`config.mk`:
```
export PLATFORM = sky130hd
export DESIGN_NAME = pipeline_ctrl
export DESIGN_NICKNAME = d
export VERILOG_FILES = /design/src/rtl/pipeline_ctrl.sv
export SDC_FILE = /design/constraint.sdc
export NUM_CORES = 1
export LEC_CHECK = 0
export CAP_MARGIN = 10
export CORE_UTILIZATION = 55
export DETAILED_ROUTE_END_ITERATION = 16
export DONT_BUFFER_PORTS = 1
export GPL_ROUTABILITY_DRIVEN = 0
export GPL_TIMING_DRIVEN = 1
export PLACE_DENSITY = 0.73
export SETUP_SLACK_MARGIN = 0.1
export SLEW_MARGIN = 20
export SYNTH_ARGS = -nofsm -noshare
export SYNTH_HDL_FRONTEND = slang
export SYNTH_SLANG_ARGS = --single-unit
```
`constraint.sdc`:
```
create_clock -name CLK -period 1.8 [get_ports CLK]
set_input_delay 0.45 -clock CLK [delete_from_list [all_inputs] [get_ports CLK]]
set_output_delay 0.45 -clock CLK [all_outputs]
set_load 0.02 [all_outputs]
```
`src/rtl/pipeline_ctrl.sv`:
```
// -----------------------------------------------------------------------------
// pipeline_ctrl
// Central pipeline control for the 5-stage MIPS core. Produces the EN/flush
// pair for each pipe register (IF_ID, ID_EX, EX_MEM, MEM_WB) plus the PC
// enable. Detects load-use hazards, EX redirects (branch taken / jump),
// instruction and data memory waits, and sequences the halt drain.
//
// Optional feature macro: PIPE_PERF_EN
//   defined   -> saturating stall/flush cycle counters are built
//   undefined -> stall_cnt / flush_cnt are constant 0
//
// Ports:
//   CLK, RST            clock (rising edge), async active-high reset
//   ihit, dhit          fetch / data access complete this cycle
//   id_rs, id_rt,
//   id_uses_rt          source registers of the instruction in IF_ID
//   ex_dREN, ex_wsel    load in EX and its destination register
//   ex_redirect         branch taken or jump resolved in EX
//   ex_halt             halt instruction in EX
//   mem_dREN, mem_dWEN  data access in MEM
//   wb_halt             halt instruction in WB
//   pc_EN               PC update enable
//   {fd,dx,xm,mw}_EN    pipe register advance enables
//   {fd,dx,xm,mw}_flush pipe register flushes (flush wins over EN)
//   halt                sticky core halt (registered)
//   stall_cnt           cycles with pc_EN=0 while not HALTED
//   flush_cnt           cycles with fd_flush or dx_flush asserted
//   state_dbg           current FSM state (RUN=0, DWAIT=1, DRAIN=2, HALTED=3)
//
// Handshake: each pipe register advances when its EN=1 and flush=0, clears
// to a bubble when flush=1, and holds otherwise. pc_EN=1 lets the PC update.
// -----------------------------------------------------------------------------
module pipeline_ctrl #(
    parameter int CNT_W = 16
) (
    input  logic             CLK,
    input  logic             RST,
    input  logic             ihit,
    input  logic             dhit,
    input  logic [4:0]       id_rs,
    input  logic [4:0]       id_rt,
    input  logic             id_uses_rt,
    input  logic             ex_dREN,
    input  logic [4:0]       ex_wsel,
    input  logic             ex_redirect,
    input  logic             ex_halt,
    input  logic             mem_dREN,
    input  logic             mem_dWEN,
    input  logic             wb_halt,
    output logic             pc_EN,
    output logic             fd_EN,
    output logic             fd_flush,
    output logic             dx_EN,
    output logic             dx_flush,
    output logic             xm_EN,
    output logic             xm_flush,
    output logic             mw_EN,
    output logic             mw_flush,
    output logic             halt,
    output logic [CNT_W-1:0] stall_cnt,
    output logic [CNT_W-1:0] flush_cnt,
    output logic [1:0]       state_dbg
);

    typedef enum logic [1:0] {
        RUN    = 2'd0,
        DWAIT  = 2'd1,
        DRAIN  = 2'd2,
        HALTED = 2'd3
    } state_t;

    state_t state;
    state_t state_nxt;
    logic   ret_drain;      // DWAIT returns to DRAIN (1) or RUN (0)
    logic   ret_drain_nxt;
    logic   halt_q;

    logic dmem_busy;
    logic load_use;
    logic eval_rules;
    logic drain_mode;

    assign dmem_busy = (mem_dREN | mem_dWEN) & ~dhit;
    assign load_use  = ex_dREN & (ex_wsel != 5'd0) &
                       ((ex_wsel == id_rs) | (id_uses_rt & (ex_wsel == id_rt)));

    assign state_dbg = state;
    assign halt      = halt_q;

    // Pipe control outputs: combinational from inputs and registered state.
    always_comb begin
        pc_EN      = 1'b0;
        fd_EN      = 1'b0;
        fd_flush   = 1'b0;
        dx_EN      = 1'b0;
        dx_flush   = 1'b0;
        xm_EN      = 1'b0;
        xm_flush   = 1'b0;
        mw_EN      = 1'b0;
        mw_flush   = 1'b0;
        eval_rules = 1'b0;
        drain_mode = 1'b0;

        if (!RST) begin
            case (state)
                RUN:     begin eval_rules = 1'b1; drain_mode = 1'b0;      end
                DRAIN:   begin eval_rules = 1'b1; drain_mode = 1'b1;      end
                // While busy the rules below freeze everything; on the dhit
                // cycle the return state's rules apply directly.
                DWAIT:   begin eval_rules = 1'b1; drain_mode = ret_drain; end
                default: begin eval_rules = 1'b0; drain_mode = 1'b0;      end
            endcase
        end

        if (eval_rules && !dmem_busy) begin
            if (ex_redirect) begin
                // Redirect beats load-use and an ifetch stall: the wrong-path
                // instructions in IF_ID and ID_EX are discarded anyway.
                pc_EN    = 1'b1;
                fd_EN    = 1'b1;
                fd_flush = 1'b1;
                dx_EN    = 1'b1;
                dx_flush = 1'b1;
                xm_EN    = 1'b1;
                mw_EN    = 1'b1;
            end else if (load_use) begin
                // Hold PC and IF_ID, insert a bubble into ID_EX.
                dx_EN    = 1'b1;
                dx_flush = 1'b1;
                xm_EN    = 1'b1;
                mw_EN    = 1'b1;
            end else if (!ihit) begin
                // Fetch not done: bubble into IF_ID, older stages advance.
                fd_EN    = 1'b1;
                fd_flush = 1'b1;
                dx_EN    = 1'b1;
                xm_EN    = 1'b1;
                mw_EN    = 1'b1;
            end else begin
                pc_EN    = 1'b1;
                fd_EN    = 1'b1;
                dx_EN    = 1'b1;
                xm_EN    = 1'b1;
                mw_EN    = 1'b1;
            end

            // Draining: nothing new is fetched past the halt.
            if (drain_mode) begin
                pc_EN    = 1'b0;
                fd_flush = 1'b1;
            end
        end
    end

    // Next-state logic.
    always_comb begin
        state_nxt     = state;
        ret_drain_nxt = ret_drain;
        case (state)
            RUN: begin
                if (dmem_busy) begin
                    state_nxt     = DWAIT;
                    ret_drain_nxt = 1'b0;
                end else if (ex_halt) begin
                    state_nxt = DRAIN;
                end
            end
            DRAIN: begin
                if (dmem_busy) begin
                    state_nxt     = DWAIT;
                    ret_drain_nxt = 1'b1;
                end
            end
            DWAIT: begin
                if (!dmem_busy) begin
                    // The dhit cycle behaves as the return state, so a halt
                    // sitting in EX on that cycle still starts the drain.
                    if (ret_drain || ex_halt) begin
                        state_nxt = DRAIN;
                    end else begin
                        state_nxt = RUN;
                    end
                end
            end
            default: state_nxt = HALTED;
        endcase

        if (wb_halt && (state != HALTED)) begin
            state_nxt = HALTED;
        end
    end

    always_ff @(posedge CLK or posedge RST) begin
        if (RST) begin
            state     <= RUN;
            ret_drain <= 1'b0;
            halt_q    <= 1'b0;
        end else begin
            state     <= state_nxt;
            ret_drain <= ret_drain_nxt;
            halt_q    <= (state_nxt == HALTED);
        end
    end

`ifdef PIPE_PERF_EN
    logic [CNT_W-1:0] stall_q;
    logic [CNT_W-1:0] flush_q;
    logic             stall_inc;
    logic             flush_inc;

    // Counting stops once HALTED so the values survive for inspection.
    assign stall_inc = ~pc_EN & (state != HALTED);
    assign flush_inc = (fd_flush | dx_flush) & (state != HALTED);

    always_ff @(posedge CLK or posedge RST) begin
        if (RST) begin
            stall_q <= '0;
            flush_q <= '0;
        end else begin
            if (stall_inc && (stall_q != {CNT_W{1'b1}})) begin
                stall_q <= stall_q + 1'b1;
            end
            if (flush_inc && (flush_q != {CNT_W{1'b1}})) begin
                flush_q <= flush_q + 1'b1;
            end
        end
    end

    assign stall_cnt = stall_q;
    assign flush_cnt = flush_q;
`else
    assign stall_cnt = '0;
    assign flush_cnt = '0;
`endif

endmodule
```
==> flow_summary.toml <==
[cells_and_area]
fin_nets = 144
fillers = 91
area_growth_pct = 14.5
antenna_cells = 0
multi_input_area_um2 = 553
seq_area_um2 = 103
layout_common_cells = "34 x conb_1, 14 x buf_4, 10 x xnor2_1, 6 x nand2_1, 5 x inv_1"
drive_above_1_share = 0.321
final_area_um2 = 858
final_util = 0.724
layout_commonest_cell = "conb_1"
fin_cells = 126

[die]
chipWidth_um = 38.9
die_h_um = 38.9
core_region_area_um2 = 1190
initial_utilization = 0.632
io_pins = 70
die_area_um2 = 1510
rows = 12

[placement]
placed_area_um2 = 761
post-dp-hpwl_mm = 1.09
io_buffers = 0
placed_cells = 119

[cts]
clock_latency_ns = 0.23
clk_pin_slew_ns = 0.04
hold_buffers = 0
clockBufferDepth = 2
h-tree-depth = 1
numCtsBuffers = 3
cts.sinks = 4
root_buffer = "clkbuf_4"
cts_tree = "done"

[sta]
drv_slew = 0
period_share = 1.20
finalCriticalPeriod_ns = 2.16
hold_viol = 0
finClkSkew_ns = 0.0000740
tns_ns = -2.05
timing.fmax_mhz = 464
setup_viol = 7
hold_slack_ns = 0.116
setup_ws_ns = -0.357
rsz0062_at_grt = "true"

[setup_path]
crit_slowest_cell = "dfrtp_2"
crit_type = "reg -> out"
crit_path_cell_trace = "ha_4, or3_4, clkinvlp_4, o211ai_1, a21oi_2"
cp-end-kind = "output pin"
critPathMaxStageDelay_ns = 0.44
crit_required_ns = 1.35
cp.arrival_ns = 1.71
cp_max_fo = 4
startpoint_type = "flip-flop"

[global_routing]
antenna_found_initial = 0
grt_max_degree = 7
track_usage = 0.200
grt_pass1_vias = 525
overflow = 0
grt_first_pass_wirelength_mm = 2.06

[pwr]
combPwrFrac = 0.518
p_sw_frac = 0.426
seqPwrFrac = 0.264
p_leak_nw = 0.407
p_int_w = 0.000293
power.density_nw_per_um2 = 596
max-vdd-ir-drop_v = 0.000324
p_clk_frac = 0.218
switchingPower_w = 0.000218

[synth]
synth_seq_cells = 4
ys_types = 25
ys_warn_count = 0
netlist_instances = 96
synth_area_leaders = "buf_4 36%, dfrtp_1 13%, xnor2_1 12%"
avgSynthCellArea_um2 = 7.81
synth_top_cell_area_share = 0.361
synth_seq_area_share = 0.134
yosys.area.top_type = "buf_4"
synth_area_um2 = 749

[status]
violations = "setup timing"
outcome = "finished with violations"

[route]
wl_mm = 1.49
top_layer = "met4"
dr.pass1.iters = 4
routedWlPerCell_um = 11.8
remaining_drc_errors = 0
wl_met3_um = 124
drt_iter0_markers = 12
wl_met2_um = 802
routed_via_density = 4.83
met1_length_um = 555
vias = 609
antenna_left = 0

[job]
drv_cap = 0

[hold_path]
hold_class = "in -> async"
==> path summary, 6_finish.rpt <==
kind                                        startpoint                     end  slack [ns]  cells after the start
min in group CLK                               wb_halt  state_dbg[1]$_DFF_PP0_        0.32                      2
max in group asynchronous                          RST  state_dbg[1]$_DFF_PP0_        1.57                      2
worst max register to register  state_dbg[0]$_DFF_PP0_          halt$_DFF_PP0_        0.25                      7
worst min-delay path                               RST   ret_drain$_DFFE_PP0P_        0.12                      2
worst min register to register   ret_drain$_DFFE_PP0P_   ret_drain$_DFFE_PP0P_        0.53                      1
worst max-delay path            state_dbg[0]$_DFF_PP0_                   pc_EN       -0.36                      5
==> power by group through the flow <==
| stage | Sequential, W | Combinational [W] | Clock [W] |
|---|---|---|---|
| final | 0.000135 | 0.000265 | 0.000111 |
| after global routing | 0.000139 | 0.000284 | 0.000118 |
| after CTS | 0.000134 | 0.000254 | 0.000110 |
| after detailed placement | 0.000136 | 0.000231 | 0 |
| after global placement | 0.000137 | 0.000228 | 0 |
| after floorplan | 0.000138 | 0.000236 | 0 |
==> synthesized netlist by cell type <==
cell type   n
xnor2_1    10
a22o_1      2
or3_4       1
nor4_1      1
o21ai_0     3
nor2_1      3
dfrtp_1     4
o211ai_1    1
o22ai_1     1
ha_1        4
conb_1      1
a21o_1      2
and3_1      1
nor2b_1     1
o21ai_2     1
o21ba_2     1
nand4_1     1
a21oi_1     3
a221o_1     1
inv_1       6
a31oi_1     3
or4_4       1
nand2_1     6
buf_4      36
nand3_1     2
==> sequential cells by signal (all words and copies together) (netlist names) <==
name	count
halt	1
ret_drain	1
state_dbg	2
==> critical path: cells and delay by family, from the launching register on <==
kind                       cells  cell delay, ns
DFF                            1            0.44
buffers and inverters          1            0.10
adders and majority gates      1            0.17
and+or+nand+nor                1            0.39
AOI/OAI and AO/OA              2            0.37
==> per-stage QoR <==
stage	total power [W]	setup WS [ns]
after floorplan	0.000374	-0.199
after global placement	0.000365	-0.127
after detailed placement	0.000367	-0.148
after CTS	0.000499	-0.322
after global routing	0.000541	-0.392
final	0.000511	-0.357
==> routing by layer <==
metal,vias up,global-route usage
li1,282,-
met1,277,0.197
met2,48,0.421
met3,2,0.0231
met4,0,0.0517
met5,-,0
==> area by class of cell <==
type / count / area share
tap: 14 / 0.0204
timing repair buffer: 16 / 0.159
inverter: 6 / 0.0306
sequential: 4 / 0.120
multi-input combinational: 83 / 0.644
clock buffer: 3 / 0.0262
==> timing repair <==
item | 4_1_cts | 5_1_grt
pin swaps | 3 | 1
buffers inserted | 4 | 1
gates resized for setup | 7 | 4
endpoints found under the setup margin | 7 | 9
==> logic make-up after synthesis <==
group,after synthesis,share of synthesized area
fa+ha+maj,4,0.0668
other cells,1,0.00500
xor+xnor,10,0.117
compound gates,18,0.165
simple gates,17,0.122
flops,4,0.134
buf+inv,42,0.391
(Power assumes the default switching activity.)
